--- src/rtl/spi_mem_pkg.sv ---
// -----------------------------------------------------------------------------
// spi_mem_pkg
// Shared definitions for the SPI memory controller:
//   - SPI command encodings carried in rx_data[9:8]
//   - controller FSM state encoding
//   - word widths and a small command-classification helper
// No ports (package).
// -----------------------------------------------------------------------------
package spi_mem_pkg;

  localparam int RX_W   = 10;  // SPI slave word: [9:8] command, [7:0] payload
  localparam int DATA_W = 8;   // memory data width

  typedef enum logic [1:0] {
    CMD_WR_ADDR = 2'b00,
    CMD_WR_DATA = 2'b01,
    CMD_RD_ADDR = 2'b10,
    CMD_RD_DATA = 2'b11
  } cmd_e;

  typedef enum logic [1:0] {
    ST_IDLE    = 2'b00,
    ST_ACCESS  = 2'b01,
    ST_RD_WAIT = 2'b10,
    ST_RESP    = 2'b11
  } state_e;

  // Commands that need a memory access (the others only latch an address).
  function automatic logic is_mem_cmd(input cmd_e c);
    return (c == CMD_WR_DATA) || (c == CMD_RD_DATA);
  endfunction

endpackage

--- src/rtl/spi_mem_arb.sv ---
// -----------------------------------------------------------------------------
// spi_mem_arb
// Fixed-priority arbiter between the SPI word stream and the host port, plus a
// one-entry pending register for SPI words that arrive while the controller is
// busy.
//   - In IDLE a pending word wins over a fresh rx word, and any SPI word wins
//     over host_req.
//   - Outside IDLE an rx word is parked in the pending register; if it is
//     already full the new word is dropped and ovf_err latches until reset.
// Ports:
//   clk, rst_n         clock, asynchronous active-low reset
//   idle               controller FSM is in IDLE this cycle
//   rx_valid, rx_data  SPI slave word strobe and word
//   host_req           host access request
//   spi_sel, spi_word  an SPI word is being consumed this cycle, and which one
//   host_sel           host request granted this cycle
//   ovf_err            sticky pending-buffer overflow
// -----------------------------------------------------------------------------
module spi_mem_arb
  import spi_mem_pkg::*;
(
  input  logic            clk,
  input  logic            rst_n,
  input  logic            idle,
  input  logic            rx_valid,
  input  logic [RX_W-1:0] rx_data,
  input  logic            host_req,
  output logic            spi_sel,
  output logic [RX_W-1:0] spi_word,
  output logic            host_sel,
  output logic            ovf_err
);

  logic            pend_vld;
  logic [RX_W-1:0] pend_data;

  always_comb begin
    spi_sel  = idle && (pend_vld || rx_valid);
    spi_word = pend_vld ? pend_data : rx_data;
    host_sel = idle && !(pend_vld || rx_valid) && host_req;
  end

  // Control: pending occupancy and the sticky overflow flag.
  always_ff @(posedge clk or negedge rst_n) begin
    if (!rst_n) begin
      pend_vld <= 1'b0;
      ovf_err  <= 1'b0;
    end else if (rx_valid) begin
      if (idle) begin
        // Pending word (if any) is consumed this cycle; the fresh word refills
        // it, otherwise the fresh word is consumed directly.
        pend_vld <= pend_vld;
      end else if (!pend_vld) begin
        pend_vld <= 1'b1;
      end else begin
        ovf_err  <= 1'b1;
      end
    end else if (idle) begin
      pend_vld <= 1'b0;
    end
  end

  // Data: the parked word itself; meaningless while pend_vld is low.
  always_ff @(posedge clk) begin
    if (rx_valid && ((idle && pend_vld) || (!idle && !pend_vld))) begin
      pend_data <= rx_data;
    end
  end

endmodule

--- src/rtl/spi_mem_ctrl.sv ---
// -----------------------------------------------------------------------------
// spi_mem_ctrl
// Bridges an SPI slave word interface and a host port onto a single-port
// synchronous memory.
//   Commands (rx_data[9:8]): 00 latch wr_addr, 01 write payload at wr_addr,
//   10 latch rd_addr, 11 read at rd_addr (payload ignored).
//   Access timing relative to the selecting IDLE cycle T:
//     T+1 mem_en (+mem_we, host_gnt for host), T+2 memory returns data,
//     T+3 tx_valid / host_rvalid with the read data.
// Optional feature: define SPI_MEM_CTRL_AUTOINC_EN to post-increment wr_addr
// after each 01 command and rd_addr after each 11 command (wrapping).
// Ports:
//   clk, rst_n                      clock, asynchronous active-low reset
//   rx_data, rx_valid               SPI slave word and strobe
//   tx_data, tx_valid               read data to SPI slave (held until next read)
//   mem_en, mem_we, mem_addr,
//   mem_wdata, mem_rdata            memory port (rdata one cycle after read)
//   host_req, host_we, host_addr,
//   host_wdata, host_gnt,
//   host_rvalid, host_rdata         host access port
//   ovf_err                         sticky pending-buffer overflow
// -----------------------------------------------------------------------------
module spi_mem_ctrl
  import spi_mem_pkg::*;
#(
  parameter int ADDR_W = 8
) (
  input  logic              clk,
  input  logic              rst_n,
  input  logic [RX_W-1:0]   rx_data,
  input  logic              rx_valid,
  output logic [DATA_W-1:0] tx_data,
  output logic              tx_valid,
  output logic              mem_en,
  output logic              mem_we,
  output logic [ADDR_W-1:0] mem_addr,
  output logic [DATA_W-1:0] mem_wdata,
  input  logic [DATA_W-1:0] mem_rdata,
  input  logic              host_req,
  input  logic              host_we,
  input  logic [ADDR_W-1:0] host_addr,
  input  logic [DATA_W-1:0] host_wdata,
  output logic              host_gnt,
  output logic              host_rvalid,
  output logic [DATA_W-1:0] host_rdata,
  output logic              ovf_err
);

  state_e state, state_nxt;

  logic              spi_sel, host_sel;
  logic [RX_W-1:0]   spi_word;
  cmd_e              spi_cmd;
  logic [DATA_W-1:0] spi_pl;
  logic              start;

  logic [ADDR_W-1:0] wr_addr, rd_addr;
  logic [ADDR_W-1:0] op_addr;
  logic [DATA_W-1:0] op_wdata;
  logic              op_we, op_host;

  function automatic logic [ADDR_W-1:0] addr_next(input logic [ADDR_W-1:0] a);
`ifdef SPI_MEM_CTRL_AUTOINC_EN
    return a + ADDR_W'(1);
`else
    return a;
`endif
  endfunction

  spi_mem_arb u_arb (
    .clk      (clk),
    .rst_n    (rst_n),
    .idle     (state == ST_IDLE),
    .rx_valid (rx_valid),
    .rx_data  (rx_data),
    .host_req (host_req),
    .spi_sel  (spi_sel),
    .spi_word (spi_word),
    .host_sel (host_sel),
    .ovf_err  (ovf_err)
  );

  assign spi_cmd = cmd_e'(spi_word[9:8]);
  assign spi_pl  = spi_word[7:0];
  // Address-latch commands are absorbed in IDLE; they do not start an access
  // but still block the host for that cycle.
  assign start   = (spi_sel && is_mem_cmd(spi_cmd)) || host_sel;

  always_ff @(posedge clk or negedge rst_n) begin
    if (!rst_n) begin
      state <= ST_IDLE;
    end else begin
      state <= state_nxt;
    end
  end

  always_comb begin
    state_nxt   = state;
    mem_en      = 1'b0;
    mem_we      = 1'b0;
    mem_addr    = '0;
    mem_wdata   = '0;
    host_gnt    = 1'b0;
    tx_valid    = 1'b0;
    host_rvalid = 1'b0;
    case (state)
      ST_IDLE: begin
        if (start) state_nxt = ST_ACCESS;
      end
      ST_ACCESS: begin
        mem_en    = 1'b1;
        mem_we    = op_we;
        mem_addr  = op_addr;
        mem_wdata = op_we ? op_wdata : '0;
        host_gnt  = op_host;
        state_nxt = op_we ? ST_IDLE : ST_RD_WAIT;
      end
      ST_RD_WAIT: begin
        state_nxt = ST_RESP;
      end
      ST_RESP: begin
        tx_valid    = !op_host;
        host_rvalid = op_host;
        state_nxt   = ST_IDLE;
      end
      default: state_nxt = ST_IDLE;
    endcase
  end

  // IDLE -> ACCESS: capture the selected operation and update the address
  // pointers.
  always_ff @(posedge clk or negedge rst_n) begin
    if (!rst_n) begin
      wr_addr <= '0;
      rd_addr <= '0;
      op_we   <= 1'b0;
      op_host <= 1'b0;
    end else if (state == ST_IDLE) begin
      if (spi_sel) begin
        case (spi_cmd)
          CMD_WR_ADDR: wr_addr <= spi_pl[ADDR_W-1:0];
          CMD_RD_ADDR: rd_addr <= spi_pl[ADDR_W-1:0];
          CMD_WR_DATA: begin
            op_we   <= 1'b1;
            op_host <= 1'b0;
            wr_addr <= addr_next(wr_addr);
          end
          default: begin
            op_we   <= 1'b0;
            op_host <= 1'b0;
            rd_addr <= addr_next(rd_addr);
          end
        endcase
      end else if (host_sel) begin
        op_we   <= host_we;
        op_host <= 1'b1;
      end
    end
  end

  always_ff @(posedge clk) begin
    if (state == ST_IDLE) begin
      if (spi_sel) begin
        op_addr  <= (spi_cmd == CMD_WR_DATA) ? wr_addr : rd_addr;
        op_wdata <= spi_pl;
      end else if (host_sel) begin
        op_addr  <= host_addr;
        op_wdata <= host_wdata;
      end
    end
  end

  // RD_WAIT -> RESP: memory data is valid now; route it to the requester and
  // hold it until the next read for that requester.
  always_ff @(posedge clk or negedge rst_n) begin
    if (!rst_n) begin
      tx_data    <= '0;
      host_rdata <= '0;
    end else if (state == ST_RD_WAIT) begin
      if (op_host) host_rdata <= mem_rdata;
      else         tx_data    <= mem_rdata;
    end
  end

endmodule

--- config.mk ---
export PLATFORM = sky130hd
export DESIGN_NAME = spi_mem_ctrl
export DESIGN_NICKNAME = d
export VERILOG_FILES = /design/src/rtl/spi_mem_pkg.sv /design/src/rtl/spi_mem_arb.sv /design/src/rtl/spi_mem_ctrl.sv
export SDC_FILE = /design/constraint.sdc
export NUM_CORES = 1
export LEC_CHECK = 0
export ABC_AREA = 1
export CAP_MARGIN = 30
export CORE_ASPECT_RATIO = 1.2
export CORE_MARGIN = 1.5
export CORE_UTILIZATION = 40
export CTS_CLUSTER_DIAMETER = 200
export DETAILED_ROUTE_END_ITERATION = 7
export GPL_TIMING_DRIVEN = 0
export HOLD_SLACK_MARGIN = 0.08
export PLACE_DENSITY = 0.67
export SLEW_MARGIN = 20
export SYNTH_ARGS = -nofsm -noshare
export SYNTH_HDL_FRONTEND = slang
export SYNTH_SLANG_ARGS = --single-unit
--- constraint.sdc ---
create_clock -name clk -period 2.59 [get_ports clk]
set_clock_uncertainty 0.05 [all_clocks]
set_input_delay 0.518 -clock clk [delete_from_list [all_inputs] [get_ports clk]]
set_output_delay 0.518 -clock clk [all_outputs]
set_load 0.02 [all_outputs]
After elaboration in Yosys (flattened, before gate mapping)
Cells that the tools add are included.

Logic and storage cells: 77. Input port bits: 39. Flip-flop bits (word level): 64.

Reduce and logical (&&, ||, !) cells: 28. Muxes and demuxes: 26. Bitwise gates (word level): 2. Equal/unequal tests: 9.

Operator list (number): 8-bit two-way mux (8); 1-bit two-way mux (13); 3-bit AND reduction (4); 10-bit two-way mux (1); 2-bit == test, second input constant (4); 2-bit one-hot mux with 4 select lines (1); 2-bit AND reduction (4); 1-bit logical AND (7); 2-bit inequality test, second input constant (3); 2-bit by 1-bit == test with 1-bit output, second input constant (2); 1-bit logical NOT (4); 2-bit logical NOT (2); 1-bit logical OR (4); 2-bit two-way mux (2); 2-bit nonzero test (2); 1-bit NOT (2); 1-bit one-hot mux with 2 select lines (1); 2-bit OR reduction (1).

Logic depth before layout (Yosys ltp)
Gate-level depths: netlist (run 1).

Depth in word-level cells: 7. Depth in mapped cells: 8. Mapped depth without buffers: 7.

By module
From an unflattened synthesis (run 1), not the netlist that was laid out.

Cell total of the unflattened synthesis: 362. Area, all modules: 3004.1 um2.

Modules (own cells, without submodules): spi_mem_ctrl (seq. area each 1381.3 um2, cells an instance 304, area an instance 2443.6 um2, instances 1); spi_mem_arb (seq. area each 350.3 um2, cells an instance 58, area an instance 560.5 um2, instances 1).

Worst setup path before layout (run 1)
No wires, ideal clock.

Path kind: register -> output. From: register with a tool-made name. To: output mem_addr[0]. Path buffers: 1. Required time: 2.022 ns. Data arrival time: 1.434 ns. Setup slack: 0.588 ns. Stages on the path, launching flop included: 5. Cell sequence: dfrtp_1 nor2_1 inv_2 buf_2 nor2_1.

RTL lines: end, declared (line spi_mem_ctrl.sv:36) `output logic [ADDR_W-1:0] mem_addr,`.

Final worst setup path (run 1)
From: register op_we. To: output mem_wdata[7].

Longest elaborated chain between the ends: 2.

RTL lines: start, declared (line spi_mem_ctrl.sv:60) `logic op_we, op_host;`; start signal, assigned (line spi_mem_ctrl.sv:155) `op_we <= host_we;`; 8-bit two-way mux (line spi_mem_ctrl.sv:114) `mem_wdata = op_we ? op_wdata : '0;`; 8-bit two-way mux (line spi_mem_ctrl.sv:106) `case (state)`; end, declared (line spi_mem_ctrl.sv:37) `output logic [DATA_W-1:0] mem_wdata,`.

Every way passes these cells.

==> metrics.md, run 1 <==
| Metric | Value |
|---|---|
| Post-synthesis cell count | 337 |
| Leakage | 1.970 nW |
| Post-CTS Setup Repair Bufs | 0 |
| Crit path to | mem_wdata[7] |
| Crit path kind | reg2out |
| Outcome | finished clean |
| Delay-heaviest family, CP | buffers and inverters |
| Wire length per cell | 13.56 um |
| Row Count | 34 |
| Placed wire-length estimate | 5309 um |
| Worst R2R End | u_arb.pend_data[7] |
| Share of the synthesized area in the top cell type | 0.3144 |
| Syn nets | 376 |
| Number of synthesized register bits | 64 |
| Max Slew Vio Count | 0 |
| CP bufs+invs | 2 |
| Max incr delay on CP | 0.62 ns |
| TritonRoute pass-1 iters | 4 |
| CP Capture Type | primary output |
| Final wirelength | 7050 um |
| Final setup viols | 0 |
| Crit Path Max Fanout | 10 |
| Top cells by area, synth | dfrtp_1 (31%), edfxtp_1 (26%), nand2_1 (15%), nand3_1 (5.0%), inv_1 (3.7%) |
| CTS tree | yes |
| Vias/cell | 4.869 |
| Worst R2R Path Depth | 4 |
| Global-route wire length before repair | 11520 um |
| Slew @ Worst Pin | 0.8261 ns |
| Initial antenna violation count | 0 |
| Number of global-route vias before repair | 2496 |
| Core Box Area | 7274 sq um |
| Post-synthesis sequential area ratio | 0.5726 |
| Via count | 2532 |
| Chip Height | 98.25 um |
| Crit-path cells | clkbuf_1 > nand2_1 > nor2_1 > clkdlybuf4s50_1 |
| Mapped Area | 3024 sq um |
| Pwr dens | 1248 nW/um^2 |
| Max cap viols | 0 |
| Largest net degree at the start of global routing | 21 |
| Final setup TNS | 0 ns |
| Root buffer cell | clkbuf_8 |
| Share of cells above drive strength 1 | 0.09535 |
| Starting Density | 0.4157 |
| RSZ-0062 raised after global routing | no |
| Buffers on Ports | 76 |
| Yosys cell types | 26 |
| Layout Nets | 464 |
| Total gr overflow | 0 |
| Tmin final | 2.402 ns |
| Top cell type by total area after synthesis | dfrtp_1 |
| Post-Syn Area per Cell | 8.974 sq um |
| Total CTS buffers | 9 |
| Number of cells on the critical path | 4 |
| Pwr Total | 5.142 mW |
| Crit path DAT | 1.83 ns |
| Fin crit share | 0.9276 |
| Setup crit start | op_we |
| Clock Pin Slew Worst Setup and Hold Paths | 0.06 ns |
| Fin. Hold Viols | 0 |
| DRT antenna net count | 0 |
| Post-route DRC | 0 |
| Die W | 82.38 um |
| Worst skew pair latency | 0.34 ns |
| Maximum vdd ir drop | 0.0006201 V |
| Setup slack, reg-to-reg | 0.61 ns |
| Clk sink count | 64 |
| I/O pins | 77 |
| CTS max path bufs | 2 |
| Syn-to-layout area delta | 36.24% |
| RD Place Congestion | 0.8702 |
| CTS H-tree lvls | 3 |
| CP Launch Type | flop |
| Maximum clock frequency | 416.3 MHz |
| Worst slew margin | 0.4472 |
| YS warnings | 0 |
| Slowest CP cell | clkdlybuf4s50_1 |
| WP data required | 2.02 ns |
| Hold Path Class | in2async |
| Starting DRT DRC Count | 106 |
| Total Routing Usage GR | 0.1924 |
| Ant diodes | 0 |
| Die ar. | 8093 sq um |
cell families (layout without fill, tap and decap cells):
kind of cell           Yosys count  after routing  synth area share
buffers and inverters           47            140           0.07902
AND/OR/NAND/NOR                196            196            0.2871
flip-flops                      64             64            0.5726
AO/OA/AOI/OAI                   30             30           0.06123
routing by layer:
| layer | vias up | global-route usage | share of wire |
|---|---|---|---|
| li1 | 1262 | - | - |
| met1 | 1173 | 0.2301 | 0.41 |
| met2 | 78 | 0.3077 | 0.49 |
| met3 | 19 | 0.05794 | 0.059 |
| met4 | 0 | 0.09648 | 0.038 |
| met5 | - | 0 | 0 |
registers in the layout, summed over array words and instances, names as in the netlist, named ones only:
register	flops
host_rdata	8
op_we	1
u_arb.ovf_err	1
op_wdata	8
state	1
op_host	1
rd_addr	8
op_addr	8
u_arb.pend_data	10
wr_addr	8
tx_data	8
u_arb.pend_vld	1
cells in the mapped netlist, drive strengths merged:
| master | instances |
|---|---|
| a21o | 1 |
| a31oi | 8 |
| buf | 10 |
| clkbuf | 3 |
| clkinv | 1 |
| dfrtp | 38 |
| edfxtp | 26 |
| inv | 33 |
| nand2 | 124 |
| nand3 | 30 |
| nand3b | 8 |
| nor2 | 32 |
| nor3 | 2 |
| o21ai | 21 |
cell type report:
cell class                      instances  area (sq um)
Timing Repair Buffer                   77         778.2
Inverter                               34         127.6
Fill cell                             652          3154
Multi-Input combinational cell        226          1056
Clock inverter                          5         71.32
Sequential cell                        64          1732
Buffer                                 13         111.4
Clock buffer                           11         131.4
Tap cell                               90         112.6
worst min path at each step:
stage | start | to | cells after the start
final | rst_n | tx_data[6] | 1
after global routing | rst_n | op_we | 1
after CTS | rst_n | tx_data[6] | 1
after detailed placement | u_arb.ovf_err | u_arb.ovf_err | 1
after global placement | op_we | flop | 1
after floorplan | rst_n | asynchronous set/reset pin | 0
per-stage QoR:
stage	cells	utilization	hold WS [ns]	area [sq um]	setup slack, ns
global route	520	0.5664	0.09900	4120	0.06792
floorplan	337	-	0.1724	3024	0.5880
global placement	503	0.5358	0.3940	3897	0.05207
CTS	520	0.5657	0.08380	4115	0.0007718
finish	520	0.5664	0.08005	4120	0.1876
detailed placement	504	0.5389	0.3939	3920	0.05677
cell usage in the layout, fill, tap and decap left out, types with 2 or more instances in the layout:
master,count
nor2_2,3
nand2_1,119
inv_1,30
dfrtp_1,38
a31oi_1,5
clkbuf_8,9
nand3b_1,8
edfxtp_1,26
a31oi_2,3
nor2_8,2
buf_6,6
inv_2,3
nand2_2,4
bufinv_16,2
dlymetal6s2s_1,2
clkdlybuf4s50_1,65
nand3_1,30
o21ai_0,19
clkinv_1,4
dlygate4sd2_1,8
clkbuf_1,5
nor2_1,26
nor3_1,2
buf_2,3
timing repair:
action                                 in CTS  in global routing
gates resized for setup                     9                  2
endpoints found under the hold margin       0                  0
pin swaps                                   0                  0
hold buffers                                0                  0
setup endpoints to repair                  10                  2
report_power, final:
part | total (mW) | internal, mW | switching [mW]
Sequential | 1.80 | 1.61 | 0.195
Combinational | 2.44 | 0.933 | 1.51
Clock | 0.894 | 0.533 | 0.361
Total | 5.14 | 3.08 | 2.07
(Power assumes the default switching activity.)
==> run 2: changes to the inputs <==
--- a/config.mk
+++ b/config.mk
@@ -14,7 +14,7 @@
 export DETAILED_ROUTE_END_ITERATION = 7
 export GPL_TIMING_DRIVEN = 0
 export HOLD_SLACK_MARGIN = 0.08
-export PLACE_DENSITY = 0.67
+export PLACE_DENSITY = 0.7
 export SLEW_MARGIN = 20
 export SYNTH_ARGS = -nofsm -noshare
 export SYNTH_HDL_FRONTEND = slang
==> constraint.sdc (replaced) <==
create_clock -name clk -period 2.2 [get_ports clk]
set_clock_uncertainty 0.05 [all_clocks]
set_input_delay 0.44 -clock clk [delete_from_list [all_inputs] [get_ports clk]]
set_output_delay 0.44 -clock clk [all_outputs]
set_load 0.02 [all_outputs]
==> run 2 against run 1 <==
Compared with the run above: clock power rose by 16%; non-clock buffer count unchanged; routed wire length grew 2.0%; utilization shrank 0.36 points; power grew 17%; critical path depth grew 1; first-iteration DRC count rose by 32%; register-to-register slack got worse by 0.37 ns; sequential power up 19%; combinational power is 16% higher; largest cell class unchanged.
==> metrics.md, run 2 (same netlist as run 1, synthesis figures left out) <==
| Metric | Value |
|---|---|
| Outcome | finished clean |
| Initial antenna violation count | 0 (unchanged) |
| Post-route DRC | 0 (unchanged) |
| Final core occ | 0.5628 (-0.003612) |
| Chip Height | 98.25 um (unchanged) |
| Total gr overflow | 0 (unchanged) |
| Row Count | 34 (unchanged) |
| WP data required | 1.71 ns (-0.31 ns) |
| Buffers on Ports | 76 (unchanged) |
| Via count | 2521 (-0.43%) |
| Area of the multi-input gates | 1064 sq um (+0.71%) |
| Leakage | 1.971 nW (about the same) |
| Global-route wire length before repair | 11650 um (+1.1%) |
| CP Launch Type | flop |
| CTS tree | yes |
| Final wirelength | 7193 um (+2.0%) |
| Die W | 82.38 um (unchanged) |
| Most frequent cells in the layout | nand2_1 (118), clkdlybuf4s50_1 (55), dfrtp_1 (37), inv_1 (30), nand3_1 (30) |
| Fin crit share | 0.9502 |
| Largest net degree at the start of global routing | 21 (unchanged) |
| Share of cells above drive strength 1 | 0.1349 (+0.03953) |
| Vias/cell | 4.848 (-0.43%) |
| Met2 Resource Use GR | 0.3208 (+0.01313) |
| M3 GR Usage | 0.03645 (-0.02150) |
| FF+latch area | 1733 sq um (about the same) |
| Total Routing Usage GR | 0.1942 (+0.001801) |
| RD Place Congestion | 0.8128 (-6.6%) |
| Clock Pin Slew Worst Setup and Hold Paths | 0.07 ns (about the same) |
| Tmin final | 2.091 ns |
| Total CTS buffers | 9 (unchanged) |
| Layout Nets | 464 (unchanged) |
| Crit path DAT | 1.60 ns (-0.23 ns) |
| CP Capture Type | primary output |
| Final setup TNS | 0 ns (unchanged) |
| Hold Path Class | reg2reg |
| I/O pins | 77 (unchanged) |
| CTS H-tree lvls | 3 (unchanged) |
| Pwr Total | 6.013 mW (+17%) |
| Number of global-route vias before repair | 2453 (-1.7%) |
| Clk sink count | 64 (unchanged) |
| Max cap viols | 0 (unchanged) |
| Filler cell count | 660 (+1.2%) |
| Maximum vdd ir drop | 0.0007545 V (+22%) |
| Syn-to-layout area delta | 35.37% |
| Layout Cells excl Fill | 520 (unchanged) |
| Busiest grt layer | met2 |
| Placed wire-length estimate | 5348 um (+0.73%) |
| CTS max path bufs | 2 (unchanged) |
| Root buffer cell | clkbuf_8 |
| Crit path kind | reg2out |
| RSZ-0062 raised after global routing | no |
| Worst slew margin | 0.4630 (+0.01577) |
| Slew @ Worst Pin | 0.8026 ns (-0.02357 ns) |
| Starting DRT DRC Count | 140 (+32%) |
| DRT antenna net count | 0 (unchanged) |
| Met1 Use GR | 0.2388 (+0.008694) |
| Core Box Area | 7274 sq um (unchanged) |
| Final setup viols | 0 (unchanged) |
| Pwr dens | 1469 nW/um^2 (+18%) |
| Placed cells | 504 (unchanged) |
| Wire length per cell | 13.83 um (+2.0%) |
| Fin. Hold Viols | 0 (unchanged) |
| Commonest non-fill, non-tap cell in the layout | nand2_1 |
| Starting Density | 0.4157 (unchanged) |
| Max Slew Vio Count | 0 (unchanged) |
| TritonRoute pass-1 iters | 4 (unchanged) |
| Crit Path Max Fanout | 10 (unchanged) |
| Largest register FFs | 10 (unchanged) |
| Maximum clock frequency | 478.3 MHz |
| Ant diodes | 0 (unchanged) |
| Die ar. | 8093 sq um (unchanged) |
| Worst skew pair latency | 0.34 ns (about the same) |
| Post-CTS Setup Repair Bufs | 0 (unchanged) |
| Most flop-heavy register | u_arb.pend_data |
| Hold_ws | 0.4122 ns (+0.3322 ns) |
==> run 2: where the power goes <==
part	internal (mW)	total (mW)	switching [mW]
clock	0.581	1.04	0.461
combinational	1.07	2.82	1.75
sequential	1.89	2.15	0.258
==> run 2: what timing repair did <==
| action | 4_1_cts | 5_1_grt |
|---|---|---|
| setup endpoints to repair | 20 | 27 |
| hold buffers | 1 | 0 |
| endpoints found under the hold margin | 18 | 0 |
| resized for setup | 32 | 13 |
==> run 2: metal layers <==
metal	wire (um)	part of all wire	up-vias
met5	0	0	-
met3	352	0.049	13
met1	2970	0.41	1168
met4	199	0.028	0
li1	-	-	1262
met2	3671	0.51	78
==> run 2: critical path: stages (launching register included) <==
cell and delay [ns]:
dfrtp_2 0.46, nor2_4 0.14, inv_2 0.10, buf_4 0.19, nor2_1 0.11, clkdlybuf4s15_2 0.27
==> run 2: path summary, 6_finish.rpt <==
kind	start	endpoint	slack (ns)	cells past startpoint
worst max register to register	flop	u_arb.pend_data[8]	0.24	4
worst max-delay path	flop	mem_wdata[5]	0.11	5
worst min register to register	u_arb.ovf_err	u_arb.ovf_err	0.41	1
worst min-delay path	u_arb.ovf_err	u_arb.ovf_err	0.41	1
max in group asynchronous	rst_n	rd_addr[5]	1.09	3
min in group asynchronous	rst_n	tx_data[7]	0.53	2
==> run 2: cell type report <==
type / count / area share
clock buffer: 11 / 0.03698
multi-input combinational: 226 / 0.2598
tap: 90 / 0.02751
timing repair buffer: 78 / 0.1809
clock inverter: 5 / 0.01345
buffer: 12 / 0.02689
sequential: 64 / 0.4233
inverter: 34 / 0.03117
==> run 2: metrics by stage <==
stage / instance area, sq um / worst slack (ns)
6_report: 4094 / 0.1095
3_3_place_gp: 3897 / -0.2919
2_1_floorplan: 3024 / 0.2760
3_5_place_dp: 3920 / -0.3366
4_1_cts: 4128 / -0.009136
5_1_grt: 4094 / 0.01332
==> run 3: changes to the inputs <==
--- a/config.mk
+++ b/config.mk
@@ -15,6 +15,7 @@
 export GPL_TIMING_DRIVEN = 0
 export HOLD_SLACK_MARGIN = 0.08
 export PLACE_DENSITY = 0.7
+export REMOVE_ABC_BUFFERS = 1
 export SLEW_MARGIN = 20
 export SYNTH_ARGS = -nofsm -noshare
 export SYNTH_HDL_FRONTEND = slang
==> run 3 against run 2 <==
Compared with the run above: global-route usage down 1.4 points; cell area down 2.6%; cell count down 2.3%.
==> metrics.md, run 3 (same netlist as run 1, synthesis figures left out) <==
| Metric | Value |
|---|---|
| Outcome | finished clean |
| Total CTS buffers | 9 (unchanged) |
| Clock share of power | 0.163 (-0.010) |
| Worst R2R Path Depth | 2 (-2) |
| Met1 Use GR | 0.2249 (-0.01385) |
| Number of global-route vias before repair | 2411 (-1.7%) |
| Ant diodes | 0 (unchanged) |
| Most flop-heavy register | u_arb.pend_data |
| CP Capture Type | primary output |
| Layout Cells excl Fill | 508 (-2.3%) |
| Root buffer cell | clkbuf_8 |
| Buffers on Ports | 76 (unchanged) |
| WP data required | 1.71 ns (about the same) |
| Setup slack, reg-to-reg | 0.17 ns (-0.07 ns) |
| Syn-to-layout area delta | 31.90% |
| Comb power frac | 0.453 (-0.016) |
| Sw frac | 0.4169 (+0.005574) |
| Slowest CP cell | dfrtp_1 |
| Clk sink count | 64 (unchanged) |
| Hold endpoint | u_arb.ovf_err |
| CTS max path bufs | 2 (unchanged) |
| Total Routing Usage GR | 0.1798 (-0.01442) |
| Largest net degree at the start of global routing | 27 (+29%) |
| Pwr dens | 1417 nW/um^2 (-3.5%) |
| Most frequent cells in the layout | nand2_1 (117), clkdlybuf4s50_1 (54), dfrtp_1 (38), inv_1 (30), nand3_1 (30) |
| Crit-path cells | nor2_2 > inv_4 > nor2_1 > dlygate4sd2_1 |
| Core Box Area | 7274 sq um (unchanged) |
| Global-route wire length before repair | 10900 um (-6.5%) |
| Met2 Resource Use GR | 0.2783 (-0.04253) |
| Worst skew pair latency | 0.34 ns (about the same) |
| CP Launch Type | flop |
| M3 GR Usage | 0.05234 (+0.01589) |
| Leakage | 1.927 nW (-2.2%) |
| Vias/cell | 4.829 (-0.40%) |
| Row Count | 34 (unchanged) |
| Layout Nets | 452 (-2.6%) |
| Reg-to-reg critical path startpoint | u_arb.pend_vld |
| Clock Pin Slew Worst Setup and Hold Paths | 0.06 ns (about the same) |
| Via count | 2453 (-2.7%) |
| Slew @ Worst Pin | 0.6643 ns (-0.1383 ns) |
| TritonRoute pass-1 iters | 6 (+2) |
| Post-DP Area | 3801 sq um (-3.0%) |
| Chip Height | 98.25 um (unchanged) |
| Worst slew margin | 0.5571 (+0.09412) |
| Tmin final | 2.076 ns (-0.01473 ns) |
| Starting Density | 0.4157 (unchanged) |
| Crit path DAT | 1.59 ns (about the same) |
| Post-route DRC | 0 (unchanged) |
| Crit Path Max Fanout | 18 (+8) |
| CP bufs+invs | 2 (-1) |
| RSZ-0062 raised after global routing | no |
| Die W | 82.38 um (unchanged) |
| Total gr overflow | 0 (unchanged) |
| Final setup margin | 0.1242 ns (+0.01473 ns) |
| Wire length per cell | 13.06 um (-5.6%) |
| Crit path kind | reg2out |
| Die ar. | 8093 sq um (unchanged) |
| Post-CTS Setup Repair Bufs | 0 (unchanged) |
| CTS H-tree lvls | 3 (unchanged) |
| Final wirelength | 6636 um (-7.7%) |
| Maximum vdd ir drop | 0.0007349 V (-2.6%) |
| Fin crit share | 0.9435 (-0.006695) |
| Busiest grt layer | met2 |
| I/O pins | 77 (unchanged) |
| Max incr delay on CP | 0.46 ns (about the same) |
| Seq pwr share | 0.384 (+0.026) |
| Commonest non-fill, non-tap cell in the layout | nand2_1 |
| Pre-CTS setup slack | -0.4591 ns (-0.1225 ns) |
| RD Place Congestion | 0.7912 (-2.7%) |
| DRT antenna net count | 0 (unchanged) |
| Hold Path Class | reg2reg |
| Max cap viols | 0 (unchanged) |
| Max Slew Vio Count | 0 (unchanged) |
| Maximum clock frequency | 481.7 MHz (+0.71%) |
| Placed cells | 491 (-2.6%) |
| Switching pwr | 2.356 mW (-4.7%) |
| Starting DRT DRC Count | 162 (+16%) |
| Final setup viols | 0 (unchanged) |
| Largest register FFs | 10 (unchanged) |
| Delay-heaviest family, CP | flip-flops |
| Initial antenna violation count | 0 (unchanged) |
| Internal power | 3.296 mW (-6.9%) |
| Final instance area | 3989 sq um (-2.6%) |
| Share of cells above drive strength 1 | 0.09569 (-0.03919) |
| Worst R2R End | op_wdata[0] |
| Placed wire-length estimate | 4832 um (-9.6%) |
| CTS tree | yes |
| Hold Path Depth | 1 (unchanged) |
| Launch point of the worst hold path | u_arb.ovf_err |
| Fin. Hold Viols | 0 (unchanged) |
run 3: cell types whose count changed in the layout (fill, tap and decap cells not counted), sizes merged:
cell | before | now
clkbuf | 22 | 16
bufinv | 1 | 0
clkinv | 3 | 1
dlygate4sd2 | 9 | 17
clkdlybuf4s50 | 55 | 54
buf | 12 | 2
run 3: worst max path at each step:
stage | from | slack [ns] | endpoint | cells past startpoint
2_1_floorplan | u_arb.pend_vld | 0.33 | rd_addr[0] | 7
3_3_place_gp | rx_valid | -0.43 | op_addr[7] | 3
3_5_place_dp | rx_valid | -0.46 | op_addr[7] | 3
4_1_cts | u_arb.pend_vld | 0.005 | rd_addr[7] | 7
5_1_grt | flop | 0.01 | mem_addr[5] | 4
6_report | flop | 0.12 | mem_wdata[6] | 4
run 3: timing repair:
item                                   in CTS  in global routing
gates resized for setup                    25                  8
setup endpoints to repair                  52                 30
hold buffers                                1                  0
pin swaps                                   0                  0
endpoints found under the hold margin      13                  0
run 3: final cells by class:
type,count,area [sq um]
clock buffers,14,172.7
repair buffers,78,757.0
inverters,34,133.9
fillers,669,3286
clock inverters,2,12.51
well taps,90,112.6
flip-flops and latches,64,1732
multi-input cells,226,1069
run 3: metal layers:
layer	up-vias	routed length (um)
met4	0	209
met2	79	3129
met1	1126	2860
met3	16	437
li1	1232	-
met5	-	0
run 3: per-stage QoR:
stage	TNS (ns)	utilization	power [mW]	hold slack [ns]
after global routing	0	0.5483	6.136	0.4281
after CTS	0	0.5475	5.690	0.4122
after floorplan	0	-	3.796	0.09441
final	0	0.5483	5.652	0.4044
after detailed placement	-12.46	0.5225	4.810	0.3181
after global placement	-20.57	0.5205	4.737	0.3895
run 3: power by group through the flow:
stage          clock network, mW  registers [mW]  logic, mW
6_report                   0.921            2.17       2.56
5_1_grt                     1.00            2.23       2.90
4_1_cts                    0.940            2.17       2.58
3_5_place_dp                   0            2.19       2.62
3_3_place_gp                   0            2.18       2.56
2_1_floorplan                  0            2.31       1.49
run 3: worst register-to-register path, delay by kind of cell (launching register included):
kind	cells	cell delay, ns
compound gates	1	0.64
flops	1	0.57
simple gates	1	0.41
